--- src/rtl/qduc_pkg.sv ---
// Shared constants and state type for the quadrature upconverter and its sample feeder.
// The upconverter imports the same RATE_LOG2, so both dividers always have the same width.
package qduc_pkg;

    localparam int ISZ         = 16;
    localparam int DEPTH_LOG2  = 6;
    localparam int RATE_LOG2   = 8;
    localparam int PRIME_LEVEL = 16;

    typedef enum logic [1:0] {
        IDLE,
        PRIME,
        RUN
    } feeder_state_e;

endpackage

--- src/rtl/qduc_sample_feeder_if.sv ---
// Valid/ready stream that carries one signed I/Q baseband pair per transfer.
interface qduc_sample_feeder_if;

    logic                            s_valid;
    logic                            s_ready;
    logic signed [qduc_pkg::ISZ-1:0] s_i;
    logic signed [qduc_pkg::ISZ-1:0] s_q;

    modport master (output s_valid, s_i, s_q, input s_ready);
    modport slave  (input s_valid, s_i, s_q, output s_ready);

endinterface

--- src/rtl/sample_fifo.sv ---
// Single-clock circular FIFO with an extra pointer bit for full/empty and an exact registered level.
module sample_fifo #(
    parameter int WIDTH     = 32,
    parameter int ADDR_BITS = 6
) (
    input  logic                 clk,
    input  logic                 reset,
    input  logic                 flush,
    input  logic                 wrEn,
    input  logic [WIDTH-1:0]     wrData,
    input  logic                 rdEn,
    output logic [WIDTH-1:0]     rdData,
    output logic                 full,
    output logic                 empty,
    output logic [ADDR_BITS:0]   level
);

    localparam logic [ADDR_BITS:0] PtrOne = {{ADDR_BITS{1'b0}}, 1'b1};

    logic [WIDTH-1:0]   mem [2**ADDR_BITS];
    logic [ADDR_BITS:0] wrPtr_q;
    logic [ADDR_BITS:0] rdPtr_q;
    logic [ADDR_BITS:0] level_q;
    logic               wrFire;
    logic               rdFire;

    assign full   = (wrPtr_q[ADDR_BITS] != rdPtr_q[ADDR_BITS]) &&
                    (wrPtr_q[ADDR_BITS-1:0] == rdPtr_q[ADDR_BITS-1:0]);
    assign empty  = (wrPtr_q == rdPtr_q);
    assign wrFire = wrEn && !full && !flush;
    assign rdFire = rdEn && !empty && !flush;
    assign rdData = mem[rdPtr_q[ADDR_BITS-1:0]];
    assign level  = level_q;

    always_ff @(posedge clk or posedge reset) begin
        if (reset) begin
            wrPtr_q <= '0;
            rdPtr_q <= '0;
            level_q <= '0;
        end else if (flush) begin
            wrPtr_q <= '0;
            rdPtr_q <= '0;
            level_q <= '0;
        end else begin
            if (wrFire) begin
                wrPtr_q <= wrPtr_q + PtrOne;
            end
            if (rdFire) begin
                rdPtr_q <= rdPtr_q + PtrOne;
            end
            if (wrFire && !rdFire) begin
                level_q <= level_q + PtrOne;
            end else if (rdFire && !wrFire) begin
                level_q <= level_q - PtrOne;
            end
        end
    end

    // Storage is not reset; the pointers alone decide what is valid.
    always_ff @(posedge clk) begin
        if (wrFire) begin
            mem[wrPtr_q[ADDR_BITS-1:0]] <= wrData;
        end
    end

endmodule

--- src/rtl/qduc_sample_feeder.sv ---
// Buffers host I/Q pairs and hands one pair to the upconverter per interpolation period,
// with priming, underflow recovery and glitch-free disable.
module qduc_sample_feeder
    import qduc_pkg::*;
(
    input  logic                  clk,
    input  logic                  reset,
    input  logic                  enable,
    qduc_sample_feeder_if.slave   s,
    output logic signed [ISZ-1:0] out_i,
    output logic signed [ISZ-1:0] out_q,
    output logic                  sample_strobe,
    output logic [DEPTH_LOG2:0]   level,
    output logic                  underflow,
    output logic                  running
);

    localparam logic [RATE_LOG2-1:0]  DivOne     = {{(RATE_LOG2-1){1'b0}}, 1'b1};
    localparam logic [DEPTH_LOG2:0]   PrimeLevel = (DEPTH_LOG2+1)'(PRIME_LEVEL);

    logic [RATE_LOG2-1:0]  divider_q;
    logic                  update;
    feeder_state_e         state_q;
    feeder_state_e         state_d;
    logic signed [ISZ-1:0] outI_q;
    logic signed [ISZ-1:0] outI_d;
    logic signed [ISZ-1:0] outQ_q;
    logic signed [ISZ-1:0] outQ_d;
    logic                  strobe_q;
    logic                  strobe_d;
    logic                  underflow_q;
    logic                  underflow_d;
    logic                  pop;
    logic                  flush;
    logic                  full;
    logic                  empty;
    logic [2*ISZ-1:0]      rdData;
    logic [DEPTH_LOG2:0]   fifoLevel;

    sample_fifo #(
        .WIDTH     (2*ISZ),
        .ADDR_BITS (DEPTH_LOG2)
    ) fifo (
        .clk    (clk),
        .reset  (reset),
        .flush  (flush),
        .wrEn   (s.s_valid),
        .wrData ({s.s_i, s.s_q}),
        .rdEn   (pop),
        .rdData (rdData),
        .full   (full),
        .empty  (empty),
        .level  (fifoLevel)
    );

    // Free-running in every state so it never drifts from the upconverter's divider.
    always_ff @(posedge clk or posedge reset) begin
        if (reset) begin
            divider_q <= '0;
        end else begin
            divider_q <= divider_q + DivOne;
        end
    end

    assign update = (divider_q == '1);

    always_ff @(posedge clk or posedge reset) begin
        if (reset) begin
            state_q     <= IDLE;
            outI_q      <= '0;
            outQ_q      <= '0;
            strobe_q    <= 1'b0;
            underflow_q <= 1'b0;
        end else begin
            state_q     <= state_d;
            outI_q      <= outI_d;
            outQ_q      <= outQ_d;
            strobe_q    <= strobe_d;
            underflow_q <= underflow_d;
        end
    end

    // Outputs only ever change on an update event, so the CIC never sees a mid-period step.
    always_comb begin
        state_d     = state_q;
        outI_d      = outI_q;
        outQ_d      = outQ_q;
        strobe_d    = 1'b0;
        underflow_d = underflow_q;
        pop         = 1'b0;
        flush       = 1'b0;

        if (!enable) begin
            state_d     = IDLE;
            underflow_d = 1'b0;
            flush       = (state_q != IDLE);
            if (update) begin
                outI_d = '0;
                outQ_d = '0;
            end
        end else begin
            case (state_q)
                IDLE: begin
                    state_d = PRIME;
                    if (update) begin
                        outI_d = '0;
                        outQ_d = '0;
                    end
                end
                PRIME: begin
                    if (update) begin
                        if (fifoLevel >= PrimeLevel) begin
                            state_d  = RUN;
                            pop      = 1'b1;
                            strobe_d = 1'b1;
                            outI_d   = rdData[2*ISZ-1:ISZ];
                            outQ_d   = rdData[ISZ-1:0];
                        end else begin
                            outI_d = '0;
                            outQ_d = '0;
                        end
                    end
                end
                RUN: begin
                    if (update) begin
                        strobe_d = 1'b1;
                        if (!empty) begin
                            pop    = 1'b1;
                            outI_d = rdData[2*ISZ-1:ISZ];
                            outQ_d = rdData[ISZ-1:0];
                        end else begin
                            outI_d      = '0;
                            outQ_d      = '0;
                            underflow_d = 1'b1;
                            state_d     = PRIME;
                        end
                    end
                end
                default: state_d = IDLE;
            endcase
        end
    end

    assign s.s_ready     = !full && !reset;
    assign out_i         = outI_q;
    assign out_q         = outQ_q;
    assign sample_strobe = strobe_q;
    assign level         = fifoLevel;
    assign underflow     = underflow_q;
    assign running       = (state_q == RUN);

endmodule

--- src/flat_wrapper.sv ---
// flat-port wrapper written by rule: the top's interface ports become plain ports
module qduc_sample_feeder_flat import qduc_pkg::*;
  (clk, reset, enable, out_i, out_q, sample_strobe, level, underflow, running, s_s_valid, s_s_i, s_s_q, s_s_ready);
  qduc_sample_feeder_if s_i ();
  input  logic clk;
  input  logic reset;
  input  logic enable;
  output logic signed [ISZ-1:0] out_i;
  output logic signed [ISZ-1:0] out_q;
  output logic sample_strobe;
  output logic [DEPTH_LOG2:0] level;
  output logic underflow;
  output logic running;
  input wire logic [$bits(s_i.s_valid)-1:0] s_s_valid;
  input wire logic [$bits(s_i.s_i)-1:0] s_s_i;
  input wire logic [$bits(s_i.s_q)-1:0] s_s_q;
  output wire logic [$bits(s_i.s_ready)-1:0] s_s_ready;
  assign s_i.s_valid = s_s_valid;
  assign s_i.s_i = s_s_i;
  assign s_i.s_q = s_s_q;
  assign s_s_ready = s_i.s_ready;
  qduc_sample_feeder u_core (.clk(clk), .reset(reset), .enable(enable), .s(s_i), .out_i(out_i), .out_q(out_q), .sample_strobe(sample_strobe), .level(level), .underflow(underflow), .running(running));
endmodule
--- config.mk ---
export PLATFORM = sky130hd
export DESIGN_NAME = qduc_sample_feeder_flat
export DESIGN_NICKNAME = d
export VERILOG_FILES = /design/src/rtl/qduc_pkg.sv /design/src/rtl/qduc_sample_feeder_if.sv /design/src/rtl/sample_fifo.sv /design/src/rtl/qduc_sample_feeder.sv /design/src/flat_wrapper.sv
export SDC_FILE = /design/constraint.sdc
export NUM_CORES = 2
export LEC_CHECK = 0
export BUFFER_PORTS_ARGS = -buffer_cell sky130_fd_sc_hd__buf_4
export CORE_UTILIZATION = 55
export CTS_CLUSTER_DIAMETER = 40
export CTS_CLUSTER_SIZE = 25
export DETAILED_ROUTE_END_ITERATION = 16
export PLACE_DENSITY_LB_ADDON = 0.15
export SLEW_MARGIN = 15
export SYNTH_ARGS = -nofsm -noshare
export SYNTH_HDL_FRONTEND = slang
export SYNTH_SLANG_ARGS = --single-unit
--- constraint.sdc ---
create_clock -name clk -period 3.52 [get_ports clk]
set_input_delay 0.704 -clock clk [delete_from_list [all_inputs] [get_ports clk]]
set_output_delay 0.704 -clock clk [all_outputs]
set_load 0.02 [all_outputs]
==> flow_summary.ini <==
[critical_path]
critical_path_class = flop to flop
cpMaxStageDelayCell = nor2_4
timing.rr.start = u_core.fifo.rdPtr_q[2]
critPathArrivalTime_ns = 3.97
crit_buf_inv = 5
crit_path_cell_trace = xnor2_2 > nand4_1 > o31ai_4 > buf_4 > nor3_1 > buf_4 > nand3_1 > buf_4 > buf_12 > nor2_4 > buf_12
start_kind = flop
crit_fanout = 19
crit_family = simple AND/OR/NAND/NOR gates
crit_top_cell = buf_4
worst_r2r_path_depth = 11
critPathRequiredTime_ns = 4.06
reg2reg_slack_ns = 0.09
cp_slowest_stage_delay_ns = 0.66
crit_path_end_kind = flop
timing.rr.end = u_core.fifo.mem[58][15]

[cts]
cts_tree = built
clk_latency_ns = 0.88
cts.sinks = 2113
clk_pin_slew_ns = 0.06
root_buffer = clkbuf_16
cts_buffer_depth = 3
cts_buffers = 240
htreeDepth = 4

[pwr]
total_power_mw = 56.65
power.static_leakage_nw = 29.51
power_density_nw_per_um2 = 592.0
ir_drop_uv = 588.1

[logic_synthesis]
syn_inst = 4050
syn_avg_cell_area_um2 = 20.28
synth_flop_cell = edfxtp_1
postSynth.asyncResetShare_pct = 3.076
synth.lib_cells_used.distinct = 72
synth_area_um2 = 82150
ys_warn_count = 0
ys_seq_area_share_pct = 76.84
synth_edf_count = 2048
synth_seq_cells = 2113
syn_nets = 4100

[cells_and_area]
layout-drive-gt1-share_pct = 26.09
syn_to_final_growth_pct = 16.49
num-fill-cells = 9766
fin_nets = 4467
n_antenna_cell = 0

[hold_path]
min_path_cells = 3
min_from = enable
hold_path_end = u_core.state_q[1]
hp-class = input port to flop

[die]
initial_utilization_pct = 55.50
num_io_pins = 79
rows = 141
die_h_um = 388.5
core_area_um2 = 148000
die_area_um2 = 150900
die_x_um = 388.5

[global_route]
grt_pass1_vias = 42170
grt_pass1_wl_mm = 320.2
antenna_found_initial = 2
grt_overflow = 0
grt_max_degree = 146
track_usage_pct = 30.35

[sta]
period_needed_ns = 3.433
worst_pin_slew_ns = 1.263
clock.fmax_mhz = 291.3
finalHoldViolations = 0
max_slew_margin_pct = 15.62
clock_skew_ns = 0.04179
setup_viol_count_final = 0
post-route-period-util_pct = 97.54
rsz0062_at_grt = yes
finalMaxSlewViolations = 0
setup-tns-final_ns = 0

[place]
place.gp.congestion = 0.8716
numPortBuffers = 78
dp_hpwl_mm = 129.7

[route]
vias_per_cell = 6.659
drc = 0
dr.pass1.iters = 6
vias = 43690
wl_mm = 230.0
drtAntennaViolNets = 0
first_iter_violations = 5318
wl_per_cell_um = 35.07

[run_status]
status = finished clean

[flow_run]
maxCapViolCount = 0
==> layout by cell type, fill, tap and decap left out, types with 14 or more instances in the layout <==
cell type,instances
nor2_1,45
clkinvlp_4,27
nand4_1,22
inv_6,31
nand2_1,83
clkinv_1,14
mux2i_1,459
clkinv_4,30
o21ai_1,26
clkinv_8,17
inv_8,15
clkinv_2,30
xnor2_1,17
a22oi_1,176
o21ai_0,26
clkbuf_1,15
buf_4,288
nor2_4,67
a21oi_1,60
dfrtp_1,59
buf_12,60
o221ai_1,16
clkbuf_16,241
a211oi_1,28
edfxtp_1,2048
o22ai_1,27
a22o_1,22
mux4_2,309
nor2b_1,25
bufinv_16,26
nand3_1,74
==> final cells by class <==
cell class              instances  area, µm²  area share (%)
flip-flops and latches       2113      63140           65.98
well taps                    1930       2415           2.523
inverters                      13      51.30         0.05361
multi-input cells            1697      18200           19.02
clock buffers                 258       6115           6.390
clock inverters               197       2336           2.441
repair buffers                352       3440           3.594
==> cells in the mapped netlist, drive strengths merged, types with 6 or more instances <==
cell type,instances,share of area (%)
nor3,8,0.049
a22oi,176,1.6
mux4,316,8.7
a21oi,60,0.37
dfrtp,65,2.0
a2111oi,16,0.17
and3,7,0.053
o21ai,53,0.32
nand2,83,0.38
a22o,22,0.23
mux2,10,0.14
nor2b,31,0.24
inv,13,0.059
nand3,75,0.46
xnor2,19,0.20
nand4,22,0.17
or3,10,0.076
ha,13,0.20
a31oi,7,0.053
a211oi,31,0.30
clkbuf,63,0.29
a32o,10,0.12
mux2i,459,5.6
nor2,113,0.52
a32oi,6,0.064
and2,11,0.084
nand2b,6,0.046
edfxtp,2048,75
a221oi,13,0.14
buf,172,1.4
o221ai,17,0.19
o22ai,28,0.21
==> repair_timing <==
action / CTS / global route
endpoints found under the hold margin: 4 / 0
gates cloned: 1 / 7
setup buffers: 0 / 26
pin swaps: 2 / 16
setup endpoints to repair: 13 / 159
hold buffers: 1 / 0
gates resized for setup: 1 / 7
==> cells by family after synthesis <==
logic type | after synthesis | share of synthesized area [%]
muxes | 785 | 14.42
DFF | 2113 | 76.84
adders and majority gates | 14 | 0.2224
and+or+nand+nor | 388 | 2.277
xor gates and xnor gates | 24 | 0.2559
AOI/OAI and AO/OA | 478 | 4.191
buffers and inverters | 248 | 1.788
==> worst max path at each step <==
stage                                         end                   start  cells past startpoint
after detailed placement    u_core.fifo.mem[2][5]                  enable                      9
after CTS                 u_core.fifo.mem[12][19]  u_core.fifo.rdPtr_q[2]                     10
final                     u_core.fifo.mem[58][15]  u_core.fifo.rdPtr_q[2]                     11
after floorplan            u_core.fifo.mem[62][0]                  enable                      5
after global routing                    s_s_ready  u_core.fifo.rdPtr_q[1]                      6
after global placement            u_core.out_i[1]  u_core.fifo.rdPtr_q[0]                      8
==> worst register-to-register path, delay by kind of cell (launching register included) <==
kind / cells / cell delay (ns)
xor gates and xnor gates: 1 / 0.16
DFF: 1 / 0.50
buffers and inverters: 5 / 1.06
and+or+nand+nor: 4 / 1.29
AOI/OAI and AO/OA: 1 / 0.09
==> power by group <==
part,leakage [nW],internal [mW],switching (mW)
Combinational,6.16,0.760,1.74
Clock,4.06,14.9,11.0
Sequential,19.3,28.1,0.162
==> state kept, by name, summed over array words and instances, names as in the netlist, 2 cells and up <==
register / flops
u_core.fifo.mem: 2048
u_core.out_i: 16
u_core.out_q: 16
u_core.divider_q: 8
u_core.fifo.level: 7
u_core.fifo.rdPtr_q: 7
u_core.fifo.wrPtr_q: 7
u_core.state_q: 2
==> metrics by stage <==
| stage | worst slack [ns] | hold WS [ns] | area (µm²) | util [%] | cells |
|---|---|---|---|---|---|
| 2_1_floorplan | 0.06601 | 0.4363 | 82150 | - | 4050 |
| 4_1_cts | 0.005479 | 0.09287 | 95320 | 64.40 | 6526 |
| 3_5_place_dp | -0.1169 | 0.4594 | 86860 | 58.68 | 6069 |
| 6_report | 0.08658 | 0.1415 | 95700 | 64.65 | 6560 |
| 5_1_grt | -0.05751 | 0.1306 | 95700 | 64.65 | 6560 |
| 3_3_place_gp | -0.09634 | 0.4487 | 86810 | 58.65 | 6067 |
==> routing by layer <==
metal	vias to the layer above	part of all wire (%)	GRT usage, %
met5	-	0	0
met4	0	3.5	10.20
met3	387	10	6.233
met2	2484	46	46.25
met1	23210	40	44.22
li1	17610	-	-
Note: power is estimated with default switching activity, not from simulation.
